### src/rtl/cpu_pkg.sv
// Shared datapath constants for the single-cycle CPU: data/address widths,
// named architectural register indices and small register-index helpers.
package cpu_pkg;

   localparam int unsigned DATA_W     = 32;
   localparam int unsigned REG_ADDR_W = 5;
   localparam int unsigned REG_DEPTH  = 2 ** REG_ADDR_W;

   // Named architectural registers (MIPS-style conventions)
   localparam logic [REG_ADDR_W-1:0] REG_ZERO = 5'd0;
   localparam logic [REG_ADDR_W-1:0] REG_AT   = 5'd1;
   localparam logic [REG_ADDR_W-1:0] REG_V0   = 5'd2;
   localparam logic [REG_ADDR_W-1:0] REG_V1   = 5'd3;
   localparam logic [REG_ADDR_W-1:0] REG_A0   = 5'd4;
   localparam logic [REG_ADDR_W-1:0] REG_T0   = 5'd8;
   localparam logic [REG_ADDR_W-1:0] REG_S0   = 5'd16;
   localparam logic [REG_ADDR_W-1:0] REG_GP   = 5'd28;
   localparam logic [REG_ADDR_W-1:0] REG_SP   = 5'd29;
   localparam logic [REG_ADDR_W-1:0] REG_FP   = 5'd30;
   localparam logic [REG_ADDR_W-1:0] REG_RA   = 5'd31;

   // Read-port forwarding mode
   typedef enum logic {
      BYPASS_OFF = 1'b0,
      BYPASS_ON  = 1'b1
   } bypass_mode_e;

   // True when the register index names the hardwired-zero register
   function automatic logic is_zero_reg(input logic [REG_ADDR_W-1:0] addr);
      return (addr == REG_ZERO);
   endfunction

endpackage

### src/rtl/reg_read_port.sv
// One asynchronous register-file read port: selects the addressed entry,
// forces register 0 to zero and optionally forwards the in-flight write data.
module reg_read_port
   import cpu_pkg::*;
#(
   parameter int unsigned DATA_W = cpu_pkg::DATA_W,
   parameter int unsigned ADDR_W = cpu_pkg::REG_ADDR_W,
   parameter int unsigned BYPASS = 1
) (
   input  logic [ADDR_W-1:0]                      i_addr,
   input  logic [(2**ADDR_W)-1:0][DATA_W-1:0]     i_regs,
   input  logic                                   i_wr_en,
   input  logic [ADDR_W-1:0]                      i_wr_addr,
   input  logic [DATA_W-1:0]                      i_wr_data,
   output logic [DATA_W-1:0]                      o_data
);

   logic              w_addr_zero;
   logic              w_bypass_hit;
   logic [DATA_W-1:0] w_stored;

   // Decode: stored value of the addressed entry and the forwarding condition
   always_comb begin
      w_addr_zero  = (i_addr == '0);
      w_stored     = i_regs[i_addr];
      w_bypass_hit = (BYPASS != 0) && i_wr_en && (i_wr_addr != '0)
                     && (i_wr_addr == i_addr);
   end

   // Output mux: forwarded write data wins, then zero-forcing, then storage
   always_comb begin
      o_data = '0;
      if (w_bypass_hit) begin
         o_data = i_wr_data;
      end else if (w_addr_zero) begin
         o_data = '0;
      end else begin
         o_data = w_stored;
      end
   end

endmodule

### src/rtl/reg_file.sv
// 32-entry general-purpose register file: two asynchronous read ports
// (rs, rt), one synchronous write port, register 0 hardwired to zero.
module reg_file
   import cpu_pkg::*;
#(
   parameter int unsigned DATA_W = cpu_pkg::DATA_W,
   parameter int unsigned ADDR_W = cpu_pkg::REG_ADDR_W,
   parameter int unsigned BYPASS = 1
) (
   input  logic              clk,
   input  logic              rst_n,
   input  logic [ADDR_W-1:0] rs_addr,
   input  logic [ADDR_W-1:0] rt_addr,
   output logic [DATA_W-1:0] rd_data1,
   output logic [DATA_W-1:0] rd_data2,
   input  logic              wr_en,
   input  logic [ADDR_W-1:0] wr_addr,
   input  logic [DATA_W-1:0] wr_data
);

   localparam int unsigned DEPTH = 2 ** ADDR_W;

   // r0 has no storage; only r1..r(DEPTH-1) are flops
   logic [DATA_W-1:0]             r_regs [1:DEPTH-1];
   logic [DEPTH-1:0][DATA_W-1:0]  w_regs;
   logic                          w_wr_commit;

   // A write commits only when enabled and not aimed at the zero register
   always_comb begin
      w_wr_commit = wr_en && (wr_addr != '0);
   end

   // Storage: asynchronous clear of all entries, then one write per edge
   always_ff @(posedge clk or negedge rst_n) begin
      if (!rst_n) begin
         for (int unsigned i = 1; i < DEPTH; i++) begin
            r_regs[i] <= '0;
         end
      end else begin
         for (int unsigned i = 1; i < DEPTH; i++) begin
            if (w_wr_commit && (wr_addr == ADDR_W'(i))) begin
               r_regs[i] <= wr_data;
            end
         end
      end
   end

   // Present the storage as a flat vector for the read ports; entry 0 is zero
   always_comb begin
      w_regs[0] = '0;
      for (int unsigned i = 1; i < DEPTH; i++) begin
         w_regs[i] = r_regs[i];
      end
   end

   reg_read_port #(
      .DATA_W (DATA_W),
      .ADDR_W (ADDR_W),
      .BYPASS (BYPASS)
   ) u_rs_port (
      .i_addr    (rs_addr),
      .i_regs    (w_regs),
      .i_wr_en   (wr_en),
      .i_wr_addr (wr_addr),
      .i_wr_data (wr_data),
      .o_data    (rd_data1)
   );

   reg_read_port #(
      .DATA_W (DATA_W),
      .ADDR_W (ADDR_W),
      .BYPASS (BYPASS)
   ) u_rt_port (
      .i_addr    (rt_addr),
      .i_regs    (w_regs),
      .i_wr_en   (wr_en),
      .i_wr_addr (wr_addr),
      .i_wr_data (wr_data),
      .o_data    (rd_data2)
   );

endmodule
### config.mk
export PLATFORM = sky130hd
export DESIGN_NAME = reg_file
export DESIGN_NICKNAME = d
export VERILOG_FILES = /design/src/rtl/cpu_pkg.sv /design/src/rtl/reg_read_port.sv /design/src/rtl/reg_file.sv
export SDC_FILE = /design/constraint.sdc
export NUM_CORES = 2
export LEC_CHECK = 0
export ABC_AREA = 1
export BUFFER_PORTS_ARGS = -buffer_cell sky130_fd_sc_hd__buf_2
export CAP_MARGIN = 20
export CELL_PAD_IN_SITES_DETAIL_PLACEMENT = 1
export CELL_PAD_IN_SITES_GLOBAL_PLACEMENT = 1
export CORE_MARGIN = 2
export CORE_UTILIZATION = 50
export DETAILED_ROUTE_END_ITERATION = 16
export PLACE_DENSITY = 0.83
export SLEW_MARGIN = 5
export SYNTH_ARGS = -nofsm -noshare
export SYNTH_HDL_FRONTEND = slang
export SYNTH_SLANG_ARGS = --single-unit
### constraint.sdc
create_clock -name clk -period 3.1 [get_ports clk]
set_clock_uncertainty 0.15 [all_clocks]
set_input_delay 0.31 -clock clk [delete_from_list [all_inputs] [get_ports clk]]
set_output_delay 0.31 -clock clk [all_outputs]
set_load 0.05 [all_outputs]
Word-level counts from Yosys, hierarchy flattened

Index checks and enable logic that the tools add are counted.

Register bits: 992
Latch bits: 0
RAM bits: 0
ROM bits: 0
Input bits: 50
Output and inout bits: 64
Word-level logic and storage cells: 111
Memories: 0

Add/sub/neg operators: 0
Multiply operators: 0
Div/mod/pow operators: 0
Order comparisons: 2
Equal/unequal tests: 33
Shift-type cells: 0
Multiplexer cells: 8
Bitwise operators: 0
Reduce and logical (&&, ||, !) cells: 37

Operators by type and width:

| cell               | count |
|---|---|
| $bmux 32 s5        | 2 |
| $mux 32            | 6 |
| $eq 5x5->1 const B | 16 |
| $eq 5x4->1 const B | 8 |
| $logic_and 1x1->1  | 34 |
| $eq 5x3->1 const B | 4 |
| $lt 5x6->1 const B | 2 |
| $eq 5x2->1 const B | 2 |
| $eq 5x5->1         | 2 |
| $logic_not 5->1    | 2 |
| $eq 5x1->1 const B | 1 |
| $reduce_bool 5->1  | 1 |

Logic depth before layout (Yosys ltp)

Depth in word-level cells: 4
Depth in mapped cells: 11
Mapped depth without buffers: 9

Cells and area by module

From an unflattened synthesis, not the netlist that was laid out.

Cells, all modules: 9001
Area total of the unflattened synthesis: 58717.6 µm²

By module, submodules not included:

| module        | instances | cells each | area an instance (µm²) |
|---|---|---|---|
| reg_file      | 1         | 3889       | 36754.0 |
| reg_read_port | 2         | 2556       | 10981.8 |

Least setup slack after synthesis

No wires, ideal clock.

Kind: input -> output
Start: input wr_addr[0]
End: output rd_data1[10]
Data arrival time: 1.685 ns
Data required time: 2.640 ns
Setup slack: 0.955 ns
Stages on the path: 11
Path buffers: 2
Cells stage by stage: buf_4 -> nor2_4 -> nand2_4 -> nand2_4 -> nand2_1 -> nand3_1 -> nand2_1 -> inv_2 -> buf_2 -> nand3_1 -> nand2_1

Longest elaborated chain between the ends: 4

Ends and longest elaborated chain:

| element             | line                | text |
|---|---|---|
| start: declaration  | reg_file.sv:17      | `input logic [ADDR_W-1:0] wr_addr,` |
| $reduce_bool 5->1   | reg_read_port.sv:26 | `w_bypass_hit = (BYPASS != 0) && i_wr_en && (i_wr_addr != '0)` |
| $logic_and 1x1->1   | reg_read_port.sv:26 |  |
| $logic_and 1x1->1 * | reg_read_port.sv:27 | `&& (i_wr_addr == i_addr);` |
| $mux 32 *           | reg_read_port.sv:33 | `if (w_bypass_hit) begin` |
| end: declaration    | reg_file.sv:14      | `output logic [DATA_W-1:0] rd_data1,` |

Every way passes the cells marked *; elsewhere a longest branch is shown, timed or not.

Final worst setup path

Start: input rs_addr[0]
End: output rd_data1[9]

Longest elaborated chain between the ends: 4

Ends and longest elaborated chain:

| element                       | line                | text |
|---|---|---|
| start: declaration            | reg_file.sv:12      | `input logic [ADDR_W-1:0] rs_addr,` |
| $bmux 32 s5                   | reg_read_port.sv:25 | `w_stored = i_regs[i_addr];` |
| $mux 32 (not written as such) | reg_read_port.sv:25 |  |
| $mux 32                       | reg_read_port.sv:35 | `end else if (w_addr_zero) begin` |
| $mux 32 *                     | reg_read_port.sv:33 |  |

Every way passes the cells marked *; elsewhere a longest branch is shown, timed or not. The select of a mux whose other input is x is not followed.

==> flow_metrics.env <==
export IMPL_ys_seq_elements=992
export IMPL_layout_area_seq_mm2=0.02482
export IMPL_drtIter0Drc=6911
export IMPL_slew_headroom=0.2581
export IMPL_tightestPinTransition_ps=1112
export IMPL_cts_inserted_buffers=116
export IMPL_grt_pass1_wl_um=392500
export IMPL_die_h_um=349.7
export IMPL_cts_hold_buf=34
export IMPL_dieWidth_um=349.7
export IMPL_power_density_mw_per_mm2=622.3
export IMPL_area_delta_synth_final_pct=11.45
export IMPL_post_place_ws_ps=272.7
export IMPL_die_area_mm2=0.1223
export IMPL_synth_warning_count=0
export IMPL_place_area_mm2=0.06220
export IMPL_min_delay_path_depth=4
export IMPL_fmax_mhz=341.5
export IMPL_cpMaxStageDelayCell="buf_4"
export IMPL_cp_cell_sequence="buf_8, buf_12, buf_4, nand2_1, nor2_1, nor2_1, nand2_1, nand3_1, nand3_1, nand3_1, nand2_1, buf_2"
export IMPL_synth_fa_ha_area_frac=0
export IMPL_cap_violations=0
export IMPL_p_leak_uw=0.03383
export IMPL_cts_sinks=992
export IMPL_post_cts_resize_count=0
export IMPL_overflow=0
export IMPL_fin_setup_tns_ps=0
export IMPL_layout_drive_gt1_share=0.08286
export IMPL_critPathRequiredTime_ps=2640
export IMPL_viasPerCell=6.154
export IMPL_ios=114
export IMPL_rsz0062_at_grt="no"
export IMPL_arrival_ps=2470
export IMPL_hold_violations=0
export IMPL_reg2reg_depth=2
export IMPL_yosys_area_share_simple=0.3770
export IMPL_syn_area_per_cell_um2=6.720
export IMPL_synth_mux_area_frac=0
export IMPL_cts_root_buffer="clkbuf_16"
export IMPL_cts_setup_buffers=0
export IMPL_status="completed"
export IMPL_syn_inst=8892
export IMPL_grt_max_degree=137
export IMPL_layout_nets=8720
export IMPL_r2r_end="r_regs[946]"
export IMPL_cp_max_fo=44
export IMPL_slowest_delay_ps=530
export IMPL_clock_path_buffers=3
export IMPL_grt_pass1_vias=66022
export IMPL_largest_register="r_regs"
export IMPL_numPortBuffers=113
export IMPL_post_dp_hpwl_um=148600
export IMPL_startpoint_type="input port"
export IMPL_core_area_mm2=0.1182
export IMPL_min_path_type="input port to register"
export IMPL_critPathKind="input port to output port"
export IMPL_dr_pass1_iters=6
export IMPL_min_to="r_regs[880]"
export IMPL_ys_seq_area_frac=0.4154
export IMPL_place_gp_congestion=0.8879
export IMPL_endpoint_kind="output port"
export IMPL_ir_worst_vdd_mv=0.4544
export IMPL_slew_violations=0
export IMPL_path_buf_inv=4
export IMPL_std_cell_rows=126
export IMPL_final_area_mm2=0.06660
export IMPL_synth_compound_area_frac=0.09075
export IMPL_setup_viol=0
export IMPL_timing_hold_ws_ps=174.9
export IMPL_post_route_period_util=0.9446
export IMPL_ys_types=29
export IMPL_htree_levels=3
export IMPL_drc=0
export IMPL_synth_fp_nets=8942
export IMPL_synthXorXnorAreaFrac=0.001466
export IMPL_clk_latency_ps=750
export IMPL_final_util=0.5632
export IMPL_r2r_start="r_regs[946]"
export IMPL_largest_register_ffs=992
export IMPL_grt_antenna_before_repair=5
export IMPL_track_usage=0.4161
export IMPL_cp_top_family="buffers and inverters"
export IMPL_start_util=0.5054
export IMPL_min_period_ps=2928
export IMPL_min_from="wr_addr[3]"
export IMPL_ant_nets=0
export IMPL_fill_cells=15427
export IMPL_num_vias=63395
export IMPL_clk_pin_slew_ps=60
export IMPL_post_drt_wl_per_cell_um=24.76
export IMPL_netlist_area_mm2=0.05975
export IMPL_r2r_slack_ps=2150
export IMPL_fin_ws_ps=171.6
export IMPL_drt_total_wl_um=255000
export IMPL_multi_input_area_mm2=0.02813
export IMPL_top_regs="r_regs (992)"
export IMPL_cts_tree="yes"
export IMPL_synth_top_family_by_area="simple AND/OR/NAND/NOR gates"
-- synth_stat cells (all sizes together) --
master | count | area, um^2
nor3 | 3 | 26.28
nand3 | 1806 | 9089
nand2 | 3328 | 12740
clkinv | 3 | 12.51
xor2 | 6 | 52.55
nor2 | 147 | 671.9
xnor2 | 4 | 35.03
buf | 379 | 2255
dfrtp | 992 | 24820
o21ai | 992 | 5423
inv | 883 | 3314
clkbuf | 349 | 1311
-- power breakdown --
part           switching (uW)  internal, uW  total (uW)
logic                    6890          3320       10200
clock network            5860          8500       14400
registers                1490         15400       16900
-- metal layers --
layer / vias to the layer above / wire, um / global-route usage
met5: - / 47 / 0
met4: 8 / 14330 / 0.2256
met3: 839 / 23140 / 0.07883
met2: 3161 / 115300 / 0.6598
met1: 31668 / 102200 / 0.5386
li1: 27719 / - / -
-- worst min-delay path: stages --
cell	delay (ps)
buf_2	260
nor2_4	110
nand3_4	230
o21ai_0	110
-- how the worst max path moves through the flow --
stage	start	to	slack, ps	cells past startpoint
global route	rs_addr[0]	rd_data1[14]	90	12
global placement	rs_addr[0]	rd_data1[9]	270	12
CTS	rs_addr[0]	rd_data1[9]	240	12
floorplan	wr_addr[0]	rd_data1[10]	950	11
finish	rs_addr[0]	rd_data1[9]	170	12
detailed placement	rs_addr[0]	rd_data1[9]	270	12
-- cell families (layout without fill, tap and decap cells) --
kind of cell | after synthesis | count (layout)
simple gates | 5284 | 5284
flops | 992 | 992
xor+xnor | 10 | 10
compound gates | 992 | 992
buf+inv | 1614 | 1484
other cells | 0 | 3
-- metrics by stage --
step | total power, uW | instances
2_1_floorplan | 23490 | 8892
3_3_place_gp | 26130 | 10050
3_5_place_dp | 26850 | 10050
4_1_cts | 41300 | 10294
5_1_grt | 43500 | 10299
6_report | 41450 | 10301
-- area by class of cell --
cell class                      instances  share of cell area
Multi-Input combinational cell       6286              0.4224
Timing Repair Buffer                  388             0.06625
Antenna cell                            3           0.0001127
Clock buffer                          187             0.05456
Tap cell                             1536             0.02886
Clock inverter                         23            0.004490
Sequential cell                       992              0.3727
Inverter                              886             0.05063
-- layout by cell type (no fill, tap or decap), drive strengths merged --
master and n:
buf 353, bufinv 7, clkbuf 189, clkinv 14, clkinvlp 2, dfrtp 992, diode 3, dlygate4sd3 33
inv 886, nand2 3328, nand3 1806, nor2 147, nor3 3, o21ai 992, xnor2 4, xor2 6
Power figures use the tool's default switching activity.
